==> config.mk <==
export PLATFORM = sky130hd
export DESIGN_NAME = shift_arbiter_flat
export DESIGN_NICKNAME = d
export VERILOG_FILES = /design/src/rtl/shift_arbiter_pkg.sv /design/src/rtl/shift_arbiter_if.sv /design/src/rtl/shift_arbiter_rr_grant.sv /design/src/rtl/shift_arbiter.sv /design/src/flat_wrapper.sv
export SDC_FILE = /design/constraint.sdc
export NUM_CORES = 1
export LEC_CHECK = 0
export CORE_MARGIN = 4
export CORE_UTILIZATION = 51
export DETAILED_ROUTE_END_ITERATION = 8
export PLACE_DENSITY = 0.86
export SLEW_MARGIN = 20
export SYNTH_ARGS = -nofsm -noshare
export SYNTH_HDL_FRONTEND = slang
export SYNTH_SLANG_ARGS = --single-unit
==> constraint.sdc <==
create_clock -name clk -period 4.9 [get_ports clk]
set_input_delay 0.98 -clock clk [delete_from_list [all_inputs] [get_ports clk]]
set_output_delay 0.98 -clock clk [all_outputs]
set_load 0.01 [all_outputs]
==> src/rtl/shift_arbiter_pkg.sv <==
// Shared types for the rotate arbiter: rotate direction and the default command layout.
package shift_arb_pkg;

  localparam int DEF_DATA_W = 32;

  typedef enum logic {ROT_LEFT = 1'b0, ROT_RIGHT = 1'b1} rot_dir_t;

  typedef struct packed {
    logic [31:0] num;
    logic [4:0]  amt;
    rot_dir_t    dir;
  } shift_cmd_t;

endpackage

==> src/rtl/shift_arbiter_if.sv <==
// Request/response bundle between the command sources (master) and the arbiter (slave).
interface shift_arbiter_if #(
  parameter int NREQ   = 4,
  parameter int DATA_W = 32
);
  localparam int AMT_W = $clog2(DATA_W);
  localparam int ID_W  = $clog2(NREQ);

  logic [NREQ-1:0]        req_valid;
  logic [NREQ-1:0]        req_ready;
  logic [NREQ*DATA_W-1:0] req_num;
  logic [NREQ*AMT_W-1:0]  req_amt;
  logic [NREQ-1:0]        req_lr;
  logic                   resp_valid;
  logic                   resp_ready;
  logic [DATA_W-1:0]      resp_data;
  logic [ID_W-1:0]        resp_id;

  modport master (
    output req_valid, req_num, req_amt, req_lr, resp_ready,
    input  req_ready, resp_valid, resp_data, resp_id
  );

  modport slave (
    input  req_valid, req_num, req_amt, req_lr, resp_ready,
    output req_ready, resp_valid, resp_data, resp_id
  );
endinterface

==> src/rtl/shift_arbiter_rr_grant.sv <==
// Combinational round-robin picker: lowest requester above last_grant wins, else lowest overall.
module rr_grant #(
  parameter int NREQ = 4,
  parameter int ID_W = $clog2(NREQ)
) (
  input  logic [NREQ-1:0] req_i,
  input  logic [ID_W-1:0] last_grant_i,
  output logic [NREQ-1:0] grant_o,
  output logic [ID_W-1:0] grant_idx_o,
  output logic            grant_any_o
);

  logic [NREQ-1:0] upper_req;
  logic [NREQ-1:0] pick;

  for (genvar gi = 0; gi < NREQ; gi++) begin : g_mask
    assign upper_req[gi] = req_i[gi] && (ID_W'(gi) > last_grant_i);
  end

  assign pick = (|upper_req) ? upper_req : req_i;

  // Descending scan so the lowest set bit of pick is the one left standing.
  always_comb begin
    grant_o     = '0;
    grant_idx_o = '0;
    grant_any_o = 1'b0;
    for (int i = NREQ - 1; i >= 0; i--) begin
      if (pick[i]) begin
        grant_o     = '0;
        grant_o[i]  = 1'b1;
        grant_idx_o = ID_W'(i);
        grant_any_o = 1'b1;
      end
    end
  end

endmodule

==> src/rtl/shift_arbiter.sv <==
// Round-robin arbiter sharing one registered rotate stage among NREQ requesters.
// Optional SHIFT_ARB_PERF_EN adds a saturating 16-bit stall_cnt output.
module shift_arbiter
  import shift_arb_pkg::*;
#(
  parameter int NREQ   = 4,
  parameter int DATA_W = DEF_DATA_W
) (
  input  logic        clk,
  input  logic        rst,
  shift_arbiter_if.slave bus
`ifdef SHIFT_ARB_PERF_EN
  ,
  output logic [15:0] stall_cnt
`endif
);

  localparam int AMT_W = $clog2(DATA_W);
  localparam int ID_W  = $clog2(NREQ);

  typedef enum logic {SLOT_EMPTY = 1'b0, SLOT_FULL = 1'b1} slot_t;

  slot_t             state_q, state_d;
  logic [DATA_W-1:0] data_q, data_d;
  logic [ID_W-1:0]   id_q, id_d;
  logic [ID_W-1:0]   last_grant_q, last_grant_d;

  logic [NREQ-1:0]   gnt_onehot;
  logic [ID_W-1:0]   gnt_idx;
  logic              gnt_any;
  logic              can_accept;
  logic [NREQ-1:0]   req_ready;
  logic              fire;

  rr_grant #(.NREQ(NREQ), .ID_W(ID_W)) u_grant (
    .req_i        (bus.req_valid),
    .last_grant_i (last_grant_q),
    .grant_o      (gnt_onehot),
    .grant_idx_o  (gnt_idx),
    .grant_any_o  (gnt_any)
  );

  assign can_accept = (state_q == SLOT_EMPTY) || bus.resp_ready;
  assign req_ready  = rst ? '0 : (gnt_onehot & {NREQ{can_accept}});
  assign fire       = gnt_any && can_accept && !rst;

  // AND-OR payload mux keyed by the one-hot grant.
  logic [DATA_W-1:0] sel_num;
  logic [AMT_W-1:0]  sel_amt;
  logic              sel_lr;

  always_comb begin
    sel_num = '0;
    sel_amt = '0;
    sel_lr  = 1'b0;
    for (int i = 0; i < NREQ; i++) begin
      if (gnt_onehot[i]) begin
        sel_num = sel_num | bus.req_num[i*DATA_W +: DATA_W];
        sel_amt = sel_amt | bus.req_amt[i*AMT_W +: AMT_W];
        sel_lr  = sel_lr  | bus.req_lr[i];
      end
    end
  end

  // One mux stage per amount bit; stage gi rotates by 2**gi in the selected direction.
  logic [AMT_W:0][DATA_W-1:0] rot_stage;
  assign rot_stage[0] = sel_num;

  for (genvar gi = 0; gi < AMT_W; gi++) begin : g_rot
    localparam int S = 1 << gi;
    logic [DATA_W-1:0] rot_l, rot_r;
    assign rot_l = {rot_stage[gi][DATA_W-1-S:0], rot_stage[gi][DATA_W-1:DATA_W-S]};
    assign rot_r = {rot_stage[gi][S-1:0], rot_stage[gi][DATA_W-1:S]};
    assign rot_stage[gi+1] = !sel_amt[gi] ? rot_stage[gi]
                           : ((rot_dir_t'(sel_lr) == ROT_RIGHT) ? rot_r : rot_l);
  end

  always_comb begin
    state_d      = state_q;
    data_d       = data_q;
    id_d         = id_q;
    last_grant_d = last_grant_q;
    if (fire) begin
      state_d      = SLOT_FULL;
      data_d       = rot_stage[AMT_W];
      id_d         = gnt_idx;
      last_grant_d = gnt_idx;
    end else if (state_q == SLOT_FULL && bus.resp_ready) begin
      state_d = SLOT_EMPTY;
    end
  end

  always_ff @(posedge clk) begin
    if (rst) begin
      state_q      <= SLOT_EMPTY;
      data_q       <= '0;
      id_q         <= '0;
      last_grant_q <= ID_W'(NREQ - 1);
    end else begin
      state_q      <= state_d;
      data_q       <= data_d;
      id_q         <= id_d;
      last_grant_q <= last_grant_d;
    end
  end

  assign bus.req_ready  = req_ready;
  assign bus.resp_valid = (state_q == SLOT_FULL);
  assign bus.resp_data  = data_q;
  assign bus.resp_id    = id_q;

`ifdef SHIFT_ARB_PERF_EN
  logic [15:0] stall_cnt_q, stall_cnt_d;

  always_comb begin
    stall_cnt_d = stall_cnt_q;
    if (state_q == SLOT_FULL && !bus.resp_ready && stall_cnt_q != 16'hFFFF) begin
      stall_cnt_d = stall_cnt_q + 16'd1;
    end
  end

  always_ff @(posedge clk) begin
    if (rst) stall_cnt_q <= '0;
    else     stall_cnt_q <= stall_cnt_d;
  end

  assign stall_cnt = stall_cnt_q;
`endif

endmodule

==> src/flat_wrapper.sv <==
// flat-port wrapper written by rule: the top's interface ports become plain ports
module shift_arbiter_flat import shift_arb_pkg::*;
#(
  parameter int NREQ   = 4,
  parameter int DATA_W = DEF_DATA_W
)
  (clk, rst, bus_req_valid, bus_req_num, bus_req_amt, bus_req_lr, bus_resp_ready, bus_req_ready, bus_resp_valid, bus_resp_data, bus_resp_id);
  shift_arbiter_if #(.NREQ(NREQ), .DATA_W(DATA_W)) bus_i ();
  input  logic clk;
  input  logic rst;
  input wire logic [$bits(bus_i.req_valid)-1:0] bus_req_valid;
  input wire logic [$bits(bus_i.req_num)-1:0] bus_req_num;
  input wire logic [$bits(bus_i.req_amt)-1:0] bus_req_amt;
  input wire logic [$bits(bus_i.req_lr)-1:0] bus_req_lr;
  input wire logic [$bits(bus_i.resp_ready)-1:0] bus_resp_ready;
  output wire logic [$bits(bus_i.req_ready)-1:0] bus_req_ready;
  output wire logic [$bits(bus_i.resp_valid)-1:0] bus_resp_valid;
  output wire logic [$bits(bus_i.resp_data)-1:0] bus_resp_data;
  output wire logic [$bits(bus_i.resp_id)-1:0] bus_resp_id;
  assign bus_i.req_valid = bus_req_valid;
  assign bus_i.req_num = bus_req_num;
  assign bus_i.req_amt = bus_req_amt;
  assign bus_i.req_lr = bus_req_lr;
  assign bus_i.resp_ready = bus_resp_ready;
  assign bus_req_ready = bus_i.req_ready;
  assign bus_resp_valid = bus_i.resp_valid;
  assign bus_resp_data = bus_i.resp_data;
  assign bus_resp_id = bus_i.resp_id;
  shift_arbiter #(.NREQ(NREQ), .DATA_W(DATA_W)) u_core (.clk(clk), .rst(rst), .bus(bus_i));
endmodule
==> metrics.txt <==
status=finished, final reports clean; Routed WL=around 37,000 um; CTS H-tree lvls=2; # hold bufs at CTS=0; RSZ-0062 raised after global routing=false; Distinct cells, synth=slightly above 70; Ys Warns=0; CTS tree=built; Root Driver=clkbuf_16; GR Overflow Total=0; average wire per standard cell=~25 um; Yosys top cell by area=dfxtp_1; most common flop cell mapped by yosys=dfxtp_1; Post-Synth XOR/XNOR Area=less than 1%; Final Cell Area=between 10,000 and 15,000 sq um; insertion delay to the later sink of the worst-skew pair=about 0.29 ns; Tcrit/Tclk final=a little over nine tenths; CTS Buf Count=5; Final Net Count=approximately 1,400; largest net degree at the start of global routing=between 50 and 60; clock slew at reported path FFs=0.06 ns; Pre-Repair DR Iteration Count=7; commonest non-fill, non-tap cell in the layout=clkdlybuf4s50_1; Hold Fails Final Rpt=0; Max Clk Rate=around 0.21 GHz; Post-route DRC=0; Final ANT Viol Nets=0; register area share after synthesis=9.87%; Layout area overhead=36.7%; Die ar.=16,700 sq um; area share of and/or/nand/nor cells after synthesis=23.9%; DP Area=around 10,000 sq um; VDD IR max=~0.00021 V; vias in the first global route=~9,900; fin. max-slew vios=0; syn avg cell area=about 7 sq um; Worst setup SP type=input pin; Yosys reg bits=37; arrival time worst endpoint=between 4 and 5 ns; Tightest Hold Check Type=reg2reg; Clock Skews=just under 0.007 ns; initial antenna violation count=0; # Post-CTS Setup Buffers=0; Initial Util=around half; Longest Clk Path Bufs=2; I/O Pins=between 150 and 200; MaxCap Viol Count=0; Rows=44; Setup TNS=0 ns; clk sinks=37; top cells by area, synth=dfxtp_1 9.9%, mux2i_1 9.9%, nand2_1 7.2%; GRT Overall Usage=a little over two fifths; First DRT Iteration DRCs=roughly 2,300; share of cells above drive strength 1=15.2%; type of the worst setup path=in2reg; post-synth top area share=9.87%; Core ar.=between 10,000 and 15,000 sq um; chip width=between 100 and 150 um; drt via density=approximately 7.3; Power Density=between 400 and 500 nW/um^2; Critical Path RT=5.08 ns; cells after synthesis=about 1,100; Async S/R FF share, synth=0%; largest family of logic cells by synthesized area=compound AO/OA/AOI/OAI gates; slew margin rel.=~33%; RD Place Congestion=1.13; die height=129 um; CTS resizes=0; Synth Area in Compound Gates=between 40% and 50%; syn nets=1,231; most frequent cells in the layout=197 x clkdlybuf4s50_1, 145 x nand2_1, 103 x buf_4; minimum clock period=roughly 4.7 ns; post-synthesis cell area=about 7500 sq um; Crit Path Max Fanout=35; global-route wire length before repair=56,400 um; worst-margin pin slew=just under 1 ns; Pleak=4.03 nW; Setup crit end kind=flop; endpoints failing setup=0; port bufs=about 200; Detail Placement HPWL=between 20,000 and 30,000 um; total number of vias=10,700; number of enable flip-flop cells after synthesis=0; adder-cell share of the synthesized area=0%; mux cell area share after synthesis=12.9%
cell type report:
class	instances	area [sq um]
Antenna cell	1	2.50
Clock buffer	6	129
Clock inverter	2	10.0
Fill cell	1194	4210
Inverter	7	26.3
Multi-Input combinational cell	923	6260
Sequential cell	37	741
Tap cell	184	230
Timing Repair Buffer	306	2870
critical path, cell delays in order:
cell and delay [ns]:
clkdlybuf4s50_1 0.64, nor2_1 0.10, o211a_1 0.24, or2_2 0.38
buf_12 0.22, a221oi_2 0.65, nand2_1 0.24, a31oi_1 0.19
or3_1 0.37, o22ai_1 0.15, a31oi_1 0.22, o21ai_0 0.13
a221o_1 0.35
synth_stat cells, types with 13 or more instances:
master    count
nor3_1       31
a32o_1       34
a211oi_1     13
nor2_1       82
a22oi_1      21
mux2_2       20
nand2_1     145
and2_1       26
o22ai_1      34
nand3_1      40
a31oi_1      32
clkbuf_1     30
mux2i_1      74
dfxtp_1      37
o21ai_0      56
o211ai_1     17
a21oi_1      88
a221oi_2     23
buf_2        55
metal layers:
metal / share of wire [%] / GRT usage [%] / up-vias
met5: 0 / 0 / -
met4: 6.9 / 21.0 / 0
met3: 15 / 13.4 / 197
met2: 42 / 63.8 / 997
met1: 37 / 55.9 / 4830
li1: - / - / 4644
kinds of logic (layout without fill, tap and decap cells):
group | Yosys count | in the layout
AOI/OAI and AO/OA | 443 | 443
and+or+nand+nor | 385 | 385
buffers and inverters | 112 | 321
muxes | 94 | 94
DFF | 37 | 37
xor gates and xnor gates | 1 | 1
other | 0 | 1
sequential cells by signal (all words and copies together) (netlist names):
signal,count
u_core.last_grant_q,2
u_core.bus.resp_id,2
u_core.bus.resp_data,32
u_core.bus.resp_valid,1
metrics by stage:
step	worst slack, ns	cells	utilization (%)	hold WS (ns)	total power (W)
detailed placement	0.0624	1457	69.9	0.445	0.00394
global route	0.0705	1465	70.9	0.483	0.00464
finish	0.193	1466	70.9	0.455	0.00445
global placement	0.150	1457	69.9	0.439	0.00390
CTS	0.361	1465	70.9	0.458	0.00427
floorplan	1.20	1072	-	0.473	0.00254
worst paths after layout:
check	depth (start not counted)	start	to	slack [ns]
min reg2reg	2	u_core.bus.resp_data[23]	u_core.bus.resp_data[23]	0.45
max	13	bus_req_valid[1]	u_core.bus.resp_data[20]	0.19
min	2	u_core.bus.resp_data[23]	u_core.bus.resp_data[23]	0.45
max reg2reg	12	u_core.last_grant_q[1]	u_core.bus.resp_data[20]	0.96
where the power goes:
part / total [W] / switching, W / internal [W]
Sequential: 0.000491 / 0.0000763 / 0.000414
Clock: 0.000321 / 0.000134 / 0.000187
Combinational: 0.00364 / 0.00218 / 0.00147
Power figures use the tool's default switching activity.
